**src/rtl/ctrl_pkg.sv**
```systemverilog
// Shared state encoding, opcodes, datapath codes and control-word type for control_sequencer.
// Defining CTRL_SINGLE_STEP_EN adds the WAIT state used by single-step operation.
package ctrl_pkg;

`ifdef CTRL_SINGLE_STEP_EN
   typedef enum logic [2:0] {
      ST_INIT, ST_FETCH_L, ST_FETCH_H, ST_EXEC1, ST_EXEC2, ST_HALT, ST_WAIT
   } state_t;
`else
   typedef enum logic [2:0] {
      ST_INIT, ST_FETCH_L, ST_FETCH_H, ST_EXEC1, ST_EXEC2, ST_HALT
   } state_t;
`endif

   localparam logic [5:0] OP_BRA  = 6'h00;
   localparam logic [5:0] OP_BNE  = 6'h01;
   localparam logic [5:0] OP_MOVL = 6'h02;
   localparam logic [5:0] OP_ADD  = 6'h03;
   localparam logic [5:0] OP_SUB  = 6'h04;
   localparam logic [5:0] OP_AND  = 6'h05;
   localparam logic [5:0] OP_ORR  = 6'h06;
   localparam logic [5:0] OP_LD   = 6'h07;
   localparam logic [5:0] OP_ST   = 6'h08;

   localparam logic [4:0] ALU_PASS_A = 5'b10000;
   localparam logic [4:0] ALU_ADD    = 5'b10100;
   localparam logic [4:0] ALU_SUB    = 5'b10110;
   localparam logic [4:0] ALU_AND    = 5'b10111;
   localparam logic [4:0] ALU_ORR    = 5'b11000;

   localparam logic [2:0] RF_FUN_ALU  = 3'b010;
   localparam logic [2:0] RF_FUN_CLR  = 3'b011;
   localparam logic [2:0] RF_FUN_LOAD = 3'b100;

   localparam logic [2:0] ARF_FUN_INC  = 3'b001;
   localparam logic [2:0] ARF_FUN_CLR  = 3'b011;
   localparam logic [2:0] ARF_FUN_LOAD = 3'b100;

   // Active-low {PC,AR,SP} enables
   localparam logic [2:0] ARF_SEL_PC   = 3'b011;
   localparam logic [2:0] ARF_SEL_AR   = 3'b101;
   localparam logic [2:0] ARF_SEL_NONE = 3'b111;

   localparam logic [1:0] ARF_OUT_PC = 2'b00;
   localparam logic [1:0] ARF_OUT_AR = 2'b10;

   typedef struct packed {
      logic [2:0] rf_outa_sel;
      logic [2:0] rf_outb_sel;
      logic [2:0] rf_fun_sel;
      logic [3:0] rf_reg_sel;
      logic [3:0] rf_scr_sel;
      logic [4:0] alu_fun_sel;
      logic       alu_wf;
      logic [1:0] arf_outc_sel;
      logic [1:0] arf_outd_sel;
      logic [2:0] arf_fun_sel;
      logic [2:0] arf_reg_sel;
      logic       ir_lh;
      logic       ir_write;
      logic       mem_wr;
      logic       mem_cs;
      logic [1:0] mux_a_sel;
      logic [1:0] mux_b_sel;
      logic       mux_c_sel;
      logic       halted;
   } ctrl_word_t;

   function automatic ctrl_word_t idle_word();
      ctrl_word_t cw;
      cw = '0;
      cw.rf_reg_sel  = 4'hF;
      cw.rf_scr_sel  = 4'hF;
      cw.arf_reg_sel = ARF_SEL_NONE;
      cw.mem_cs      = 1'b1;
      return cw;
   endfunction

   // Register index 0..3 (R1..R4) to an active-low enable with R1 on bit 3
   function automatic logic [3:0] rf_one_cold(input logic [1:0] idx);
      return ~(4'b1000 >> idx);
   endfunction

endpackage

```
**src/rtl/ctrl_decoder.sv**
```systemverilog
// Combinational control-word decode from sequencer state and instruction register.
// Forces the idle word whenever i_active is low so reset is reflected without a clock.
module ctrl_decoder
   import ctrl_pkg::*;
#(
   parameter logic [5:0] HALT_OP = 6'h3F
)(
   input  logic        i_active,
   input  state_t      i_state,
   input  logic [15:0] i_ir,
   input  logic        i_zero,
   output ctrl_word_t  o_cw
);

   logic [5:0] w_op;
   logic [1:0] w_rx;
   logic [2:0] w_dst;
   logic [2:0] w_s1;
   logic [2:0] w_s2;

   assign w_op  = i_ir[15:10];
   assign w_rx  = i_ir[9:8];
   assign w_dst = i_ir[8:6];
   assign w_s1  = i_ir[5:3];
   assign w_s2  = i_ir[2:0];

   always_comb begin
      o_cw = idle_word();
      if (i_active) begin
         case (i_state)
            ST_INIT: begin
               o_cw.arf_fun_sel = ARF_FUN_CLR;
               o_cw.arf_reg_sel = ARF_SEL_PC;
               o_cw.rf_fun_sel  = RF_FUN_CLR;
               o_cw.rf_reg_sel  = 4'b0000;
            end
            ST_FETCH_L, ST_FETCH_H: begin
               o_cw.arf_outd_sel = ARF_OUT_PC;
               o_cw.mem_cs       = 1'b0;
               o_cw.ir_write     = 1'b1;
               o_cw.ir_lh        = (i_state == ST_FETCH_H);
               o_cw.arf_fun_sel  = ARF_FUN_INC;
               o_cw.arf_reg_sel  = ARF_SEL_PC;
            end
            ST_EXEC1: begin
               if (w_op != HALT_OP) begin
                  case (w_op)
                     OP_BRA, OP_BNE: begin
                        o_cw.mux_b_sel   = 2'b11;
                        o_cw.arf_fun_sel = ARF_FUN_LOAD;
                        if (w_op == OP_BRA || !i_zero)
                           o_cw.arf_reg_sel = ARF_SEL_PC;
                     end
                     OP_MOVL: begin
                        o_cw.mux_a_sel  = 2'b11;
                        o_cw.rf_fun_sel = RF_FUN_LOAD;
                        o_cw.rf_reg_sel = rf_one_cold(w_rx);
                     end
                     OP_ADD, OP_SUB, OP_AND, OP_ORR: begin
                        o_cw.rf_outa_sel = w_s1;
                        o_cw.rf_outb_sel = w_s2;
                        case (w_op)
                           OP_ADD:  o_cw.alu_fun_sel = ALU_ADD;
                           OP_SUB:  o_cw.alu_fun_sel = ALU_SUB;
                           OP_AND:  o_cw.alu_fun_sel = ALU_AND;
                           default: o_cw.alu_fun_sel = ALU_ORR;
                        endcase
                        o_cw.alu_wf     = 1'b1;
                        o_cw.mux_a_sel  = 2'b00;
                        o_cw.rf_fun_sel = RF_FUN_ALU;
                        // Destinations below 100 name no GP register: flags only
                        o_cw.rf_reg_sel = w_dst[2] ? rf_one_cold(w_dst[1:0]) : 4'hF;
                     end
                     OP_LD, OP_ST: begin
                        o_cw.mux_b_sel   = 2'b11;
                        o_cw.arf_fun_sel = ARF_FUN_LOAD;
                        o_cw.arf_reg_sel = ARF_SEL_AR;
                     end
                     default: ;
                  endcase
               end
            end
            ST_EXEC2: begin
               if (w_op == OP_LD) begin
                  o_cw.arf_outd_sel = ARF_OUT_AR;
                  o_cw.mem_cs       = 1'b0;
                  o_cw.mux_a_sel    = 2'b10;
                  o_cw.rf_fun_sel   = RF_FUN_LOAD;
                  o_cw.rf_reg_sel   = rf_one_cold(w_rx);
               end else if (w_op == OP_ST) begin
                  o_cw.rf_outa_sel  = {1'b1, w_rx};
                  o_cw.alu_fun_sel  = ALU_PASS_A;
                  o_cw.mux_c_sel    = 1'b0;
                  o_cw.arf_outd_sel = ARF_OUT_AR;
                  o_cw.mem_cs       = 1'b0;
                  o_cw.mem_wr       = 1'b1;
               end
            end
            ST_HALT: o_cw.halted = 1'b1;
            default: ;
         endcase
      end
   end

endmodule

```
**src/rtl/control_sequencer.sv**
```systemverilog
// Instruction sequencer: state register plus next-state logic around ctrl_decoder.
// Defining CTRL_SINGLE_STEP_EN adds the Step input and a WAIT state between instructions.
module control_sequencer
   import ctrl_pkg::*;
#(
   parameter logic [5:0] HALT_OP = 6'h3F
)(
   input  logic        Clock,
   input  logic        Reset,
`ifdef CTRL_SINGLE_STEP_EN
   input  logic        Step,
`endif
   input  logic [15:0] IROut,
   input  logic [3:0]  ALU_FlagsOut,
   output logic [2:0]  RF_OutASel,
   output logic [2:0]  RF_OutBSel,
   output logic [2:0]  RF_FunSel,
   output logic [3:0]  RF_RegSel,
   output logic [3:0]  RF_ScrSel,
   output logic [4:0]  ALU_FunSel,
   output logic        ALU_WF,
   output logic [1:0]  ARF_OutCSel,
   output logic [1:0]  ARF_OutDSel,
   output logic [2:0]  ARF_FunSel,
   output logic [2:0]  ARF_RegSel,
   output logic        IR_LH,
   output logic        IR_Write,
   output logic        Mem_WR,
   output logic        Mem_CS,
   output logic [1:0]  MuxASel,
   output logic [1:0]  MuxBSel,
   output logic        MuxCSel,
   output logic        Halted
);

   state_t     r_state;
   state_t     w_state_next;
   ctrl_word_t w_cw;
   logic [5:0] w_op;
   logic       w_unused_flags;

   assign w_op           = IROut[15:10];
   assign w_unused_flags = ^ALU_FlagsOut[2:0];

`ifdef CTRL_SINGLE_STEP_EN
   localparam state_t INSTR_END = ST_WAIT;
   logic r_step_q;
   logic r_step_qq;
   logic w_step_rise;

   always_ff @(posedge Clock or negedge Reset) begin
      if (!Reset) begin
         r_step_q  <= 1'b0;
         r_step_qq <= 1'b0;
      end else begin
         r_step_q  <= Step;
         r_step_qq <= r_step_q;
      end
   end

   assign w_step_rise = r_step_q & ~r_step_qq;
`else
   localparam state_t INSTR_END = ST_FETCH_L;
`endif

   always_ff @(posedge Clock or negedge Reset) begin
      if (!Reset) r_state <= ST_INIT;
      else        r_state <= w_state_next;
   end

   always_comb begin
      w_state_next = r_state;
      case (r_state)
         ST_INIT:    w_state_next = INSTR_END;
         ST_FETCH_L: w_state_next = ST_FETCH_H;
         ST_FETCH_H: w_state_next = ST_EXEC1;
         ST_EXEC1: begin
            if (w_op == HALT_OP)                    w_state_next = ST_HALT;
            else if (w_op == OP_LD || w_op == OP_ST) w_state_next = ST_EXEC2;
            else                                    w_state_next = INSTR_END;
         end
         ST_EXEC2:   w_state_next = INSTR_END;
         ST_HALT:    w_state_next = ST_HALT;
`ifdef CTRL_SINGLE_STEP_EN
         ST_WAIT:    if (w_step_rise) w_state_next = ST_FETCH_L;
`endif
         default:    w_state_next = ST_INIT;
      endcase
   end

   ctrl_decoder #(.HALT_OP(HALT_OP)) u_decoder (
      .i_active (Reset),
      .i_state  (r_state),
      .i_ir     (IROut),
      .i_zero   (ALU_FlagsOut[3]),
      .o_cw     (w_cw)
   );

   assign RF_OutASel  = w_cw.rf_outa_sel;
   assign RF_OutBSel  = w_cw.rf_outb_sel;
   assign RF_FunSel   = w_cw.rf_fun_sel;
   assign RF_RegSel   = w_cw.rf_reg_sel;
   assign RF_ScrSel   = w_cw.rf_scr_sel;
   assign ALU_FunSel  = w_cw.alu_fun_sel;
   assign ALU_WF      = w_cw.alu_wf;
   assign ARF_OutCSel = w_cw.arf_outc_sel;
   assign ARF_OutDSel = w_cw.arf_outd_sel;
   assign ARF_FunSel  = w_cw.arf_fun_sel;
   assign ARF_RegSel  = w_cw.arf_reg_sel;
   assign IR_LH       = w_cw.ir_lh;
   assign IR_Write    = w_cw.ir_write;
   assign Mem_WR      = w_cw.mem_wr;
   assign Mem_CS      = w_cw.mem_cs;
   assign MuxASel     = w_cw.mux_a_sel;
   assign MuxBSel     = w_cw.mux_b_sel;
   assign MuxCSel     = w_cw.mux_c_sel;
   assign Halted      = w_cw.halted;

endmodule

```
**config.mk**
```make
export PLATFORM = sky130hd
export DESIGN_NAME = control_sequencer
export DESIGN_NICKNAME = d
export VERILOG_FILES = /design/src/rtl/ctrl_pkg.sv /design/src/rtl/ctrl_decoder.sv /design/src/rtl/control_sequencer.sv
export SDC_FILE = /design/constraint.sdc
export NUM_CORES = 1
export LEC_CHECK = 0
export CORE_MARGIN = 5
export CORE_UTILIZATION = 59
export DETAILED_ROUTE_END_ITERATION = 6
export DONT_BUFFER_PORTS = 1
export PLACE_DENSITY = 0.8
export RECOVER_POWER = 50
export SYNTH_ARGS = -nofsm -noshare
export SYNTH_HDL_FRONTEND = slang
export SYNTH_SLANG_ARGS = --single-unit
```
**constraint.sdc**
```tcl
create_clock -name Clock -period 2.09 [get_ports Clock]
set_input_delay 0.3135 -clock Clock [delete_from_list [all_inputs] [get_ports Clock]]
set_output_delay 0.3135 -clock Clock [all_outputs]
set_load 0.1 [all_outputs]
```
==> impl_results.md, run 1 <==
* Simple-Gate Fraction of Synth Area at 48.5%
* Largest family of logic cells by synthesized area: simple AND/OR/NAND/NOR gates
* #FFs+latches synth at 3
* Die width at 46.2 microns
* Syn Area/Cell at 7.04 sq um
* Routability Congestion at 0.812
* Post-synth top flop: dfrtp_1
* Tool error message: [ERROR DPL-0038] Utilization greater than 100%, impossible to legalize
* FFs w/ async S/R, synth at 100%
* Distinct cells, synth at 40
* XOR/XNOR Fraction of Synth Area at 1.13%
* Synth Area in Adders at 0%
* Effective utilization at floorplan at 61.0%
* Post-synth top cells: 13 x nor2_1, 11 x buf_4, 8 x a21oi_1, 8 x nand2_1, 7 x nand2b_1
* Die Span Y at 46.2 microns
* Multiplexer share of the synthesized area at 0%
* Synth Cell Area at 774 sq um
* # rows at 13
* Io pins at 65
* Synth top area share at 10.7%
* Synthesized instance count at 110
* Top cells by area, synth: buf_4 11%, dfrtp_1 9.7%, nor2_1 6.3%
* Sequential area share after synthesis at 9.69%
* Post-synth top area cell: buf_4
* Yosys warns at 0
* EDFF count, synth at 0
* Halt Stage: 3_5_place_dp
* Port bufs at 0
* Synth Area in Compound Gates at 23.4%
* Top-count cell post-synth: nor2_1
* Status: aborted with a tool error
cells by family after synthesis:
kind of cell,after synthesis
simple gates,60
compound gates,24
buf+inv,20
flops,3
other cells,2
xor+xnor,1
stage by stage:
step / worst slack [ns] / cells / TNS, ns
2_1_floorplan: -0.348 / 117 / -3.52
3_3_place_gp: -0.00388 / 153 / -0.00388
==> run 2: changes to the inputs <==
--- a/config.mk
+++ b/config.mk
@@ -5,11 +5,11 @@
 export SDC_FILE = /design/constraint.sdc
 export NUM_CORES = 1
 export LEC_CHECK = 0
-export CORE_MARGIN = 5
-export CORE_UTILIZATION = 59
+export CORE_AREA = 5 5 66 68
 export DETAILED_ROUTE_END_ITERATION = 6
+export DIE_AREA = 0 0 71 73
 export DONT_BUFFER_PORTS = 1
-export PLACE_DENSITY = 0.8
+export PLACE_DENSITY_LB_ADDON = 0.15
 export RECOVER_POWER = 50
 export SYNTH_ARGS = -nofsm -noshare
 export SYNTH_HDL_FRONTEND = slang
==> run 2 against run 1 <==
- the flow now finishes, with violations (negative setup slack)
- synthesized cell count stayed put
- area after synthesis is the same
==> impl_results.md, run 2 <==
* Final Cycle Share at 106%
* Synth Cell Area at 774 sq um (unchanged)
* Worst skew pair latency at 0.21 ns
* GRT overflow at 0
* Count of max-cap constraint violations at 0
* Layout Skew at 0.000705 ns
* Worst slew pin tran at 0.549 ns
* Slew headroom at 63.6%
* Yosys warns at 0 (unchanged)
* Total number of vias at 933
* Syn Area/Cell at 7.04 sq um (unchanged)
* Sequential area share after synthesis at 9.69% (unchanged)
* Post-synth top cells: 13 x nor2_1, 11 x buf_4, 8 x a21oi_1, 8 x nand2_1, 7 x nand2b_1
* Top cells by area, synth: buf_4 11%, dfrtp_1 9.7%, nor2_1 6.3%
* Global-route wire length before repair at 4450 microns
* Via density at 4.62
* Power density cells at 1000 nW/um^2
* DP Worst Slack at -0.0275 ns
* CP Launch Type: flop
* Final worst setup slack at -0.129 ns
* First DRT Iteration DRCs at 21
* Status: complete, but fails checks
* Worst path slowest cell: or4_4
* Min Hold Slack at 0.351 ns
* #FFs+latches synth at 3 (unchanged)
* Routability Congestion at 0.792 (-2.4%)
* Diodes inserted at 0
* Critical Path End Type: primary output
* Port bufs at 0 (unchanged)
* Max reg flops at 3
* Biggest register: r_state
* Synthesis-to-finish area growth at 111%
* Final setup viols at 8
* Critical path cell sequence: nand3b_1, or4_4, buf_4, a21oi_4, buf_12
* Initial antenna violation count at 0
* HPWL Detailed at 2330 microns
* Core Area at 3800 sq um
* Inserted Clock Buffers at 3
* Worst Path Required at 1.78 ns
* Post-synth top flop: dfrtp_1
* Final net count at 175
* Largest registers: r_state (3)
* Clock root buffer: clkbuf_8
* Die Span Y at 73 microns (+58%)
* Total GRT Usage at 10.7%
* Commonest cells after routing, fill and taps aside: 25 x buf_4, 18 x buf_12, 9 x conb_1, 7 x nand2_1, 6 x nor2_1
* CTS tree: done
* Leak Pwr at 0.644 nW
* # rows at 23 (+10)
* Worst Path Arrival at 1.91 ns
* Vias in the first global route at 933
* Synth top area share at 10.7% (unchanged)
* RSZ-0062 raised after global routing: true
* Worst path max stage delay at 0.57 ns
* Routed len/inst at 14.3 microns
* FFs w/ async S/R, synth at 100% (unchanged)
* Critical setup path kind: flop to primary output
* Sequential cell area at 75.1 sq um
* Achievable frequency at 451 MHz
* Die width at 71 microns (+54%)
* EDFF count, synth at 0 (unchanged)
* DR pass1 iterations at 4
* Synthesized instance count at 110 (unchanged)
* Clk sink count at 3
* Max Root-Sink Buffers at 2
* Die Area at 5180 sq um
* Drt drc at 0
* Peak VDD IR at 0.000744 V
* Post-synth top area cell: buf_4
* Min Tclk post-route at 2.22 ns
* Final Hold Viols at 0
* Io pins at 65 (unchanged)
* Crit-path max FO at 4
* Multi-input gate area at 837 sq um
* Ratio of cells with drive above 1 in the final layout at 66.4%
* Clock transition at path regs at 0.03 ns
* Hold crit path type: input pin to async pin
* Total wire length at 2900 microns
* Pin count of the biggest net entering global routing at 11
* Final Max Slew Viols at 0
* Final ANT Viol Nets at 0
* Failing checks: negative setup slack
* H-tree depth at 1
* Effective utilization at floorplan at 20.4% (-41 points)
* Total power after layout at 0.00163 W
* Post-Route Utilization at 43.0%
* Top-count cell post-synth: nor2_1
* Commonest non-fill, non-tap cell in the layout: buf_4
* Layout fillers at 387
* Distinct cells, synth at 40 (unchanged)
-- run 2: cell counts after synthesis --
No cell type changed its count.
-- run 2: cell type report --
cell class              count  share of cell area [%]
clock buffers               4                    2.76
flip-flops and latches      3                    4.60
well taps                  50                    3.83
multi-input cells          94                    51.3
inverters                   2                   0.460
repair buffers             49                    37.0
-- run 2: metrics by stage --
step                 TNS (ns)  std cells  cell area, sq um
floorplan               -3.52        117              1040
finish                 -0.774        202              1630
global placement    -0.000729        190              1490
global route            -1.56        202              1630
detailed placement     -0.112        190              1490
CTS                    -0.808        198              1590
-- run 2: critical path: cells and delay by family, from the launching register on --
family	cells	cell delay [ns]
DFF	1	0.36
AOI/OAI and AO/OA	1	0.14
buffers and inverters	2	0.37
and+or+nand+nor	2	0.82
-- run 2: cells by family after synthesis --
group,after synthesis,share of synthesized area [%]
other,2,0.970
xor gates and xnor gates,1,1.13
buffers and inverters,20,16.3
DFF,3,9.69
AOI/OAI and AO/OA,24,23.4
and+or+nand+nor,60,48.5
-- run 2: timing repair --
| item | CTS | global route |
|---|---|---|
| endpoints found under the hold margin | 3 | 3 |
| setup buffers | 4 | 4 |
| gates resized for setup | 4 | 5 |
| setup endpoints to repair | 18 | 16 |
| pin swaps | 1 | 12 |
-- run 2: metal layers --
layer / GRT usage (%) / vias to the layer above / wire length (microns)
met1: 11.7 / 444 / 1100
met3: 2.34 / 4 / 195
met2: 19.2 / 29 / 1560
li1: - / 456 / -
met5: 0 / - / 0
met4: 5.64 / 0 / 50
-- run 2: report_power, final --
part | leakage (nW) | internal [W] | switching (W)
sequential | 0.0364 | 0.0000803 | 0.0000198
combinational | 0.584 | 0.000432 | 0.000933
clock | 0.0228 | 0.000130 | 0.0000390
total | 0.644 | 0.000643 | 0.000992
-- run 2: worst paths after layout --
check                            from      endpoint  slack (ns)  cells after the start
max in group asynchronous       Reset    r_state[2]        1.60                      1
hold / removal                  Reset    r_state[1]        0.35                      1
hold reg to reg            r_state[2]    r_state[1]        0.61                      2
min in group Clock          IROut[13]    r_state[2]        0.42                      4
setup reg to reg           r_state[2]    r_state[2]        0.96                      4
setup / recovery           r_state[2]  RF_FunSel[2]       -0.13                      5
No activity file was read; power rests on OpenSTA's default activity.
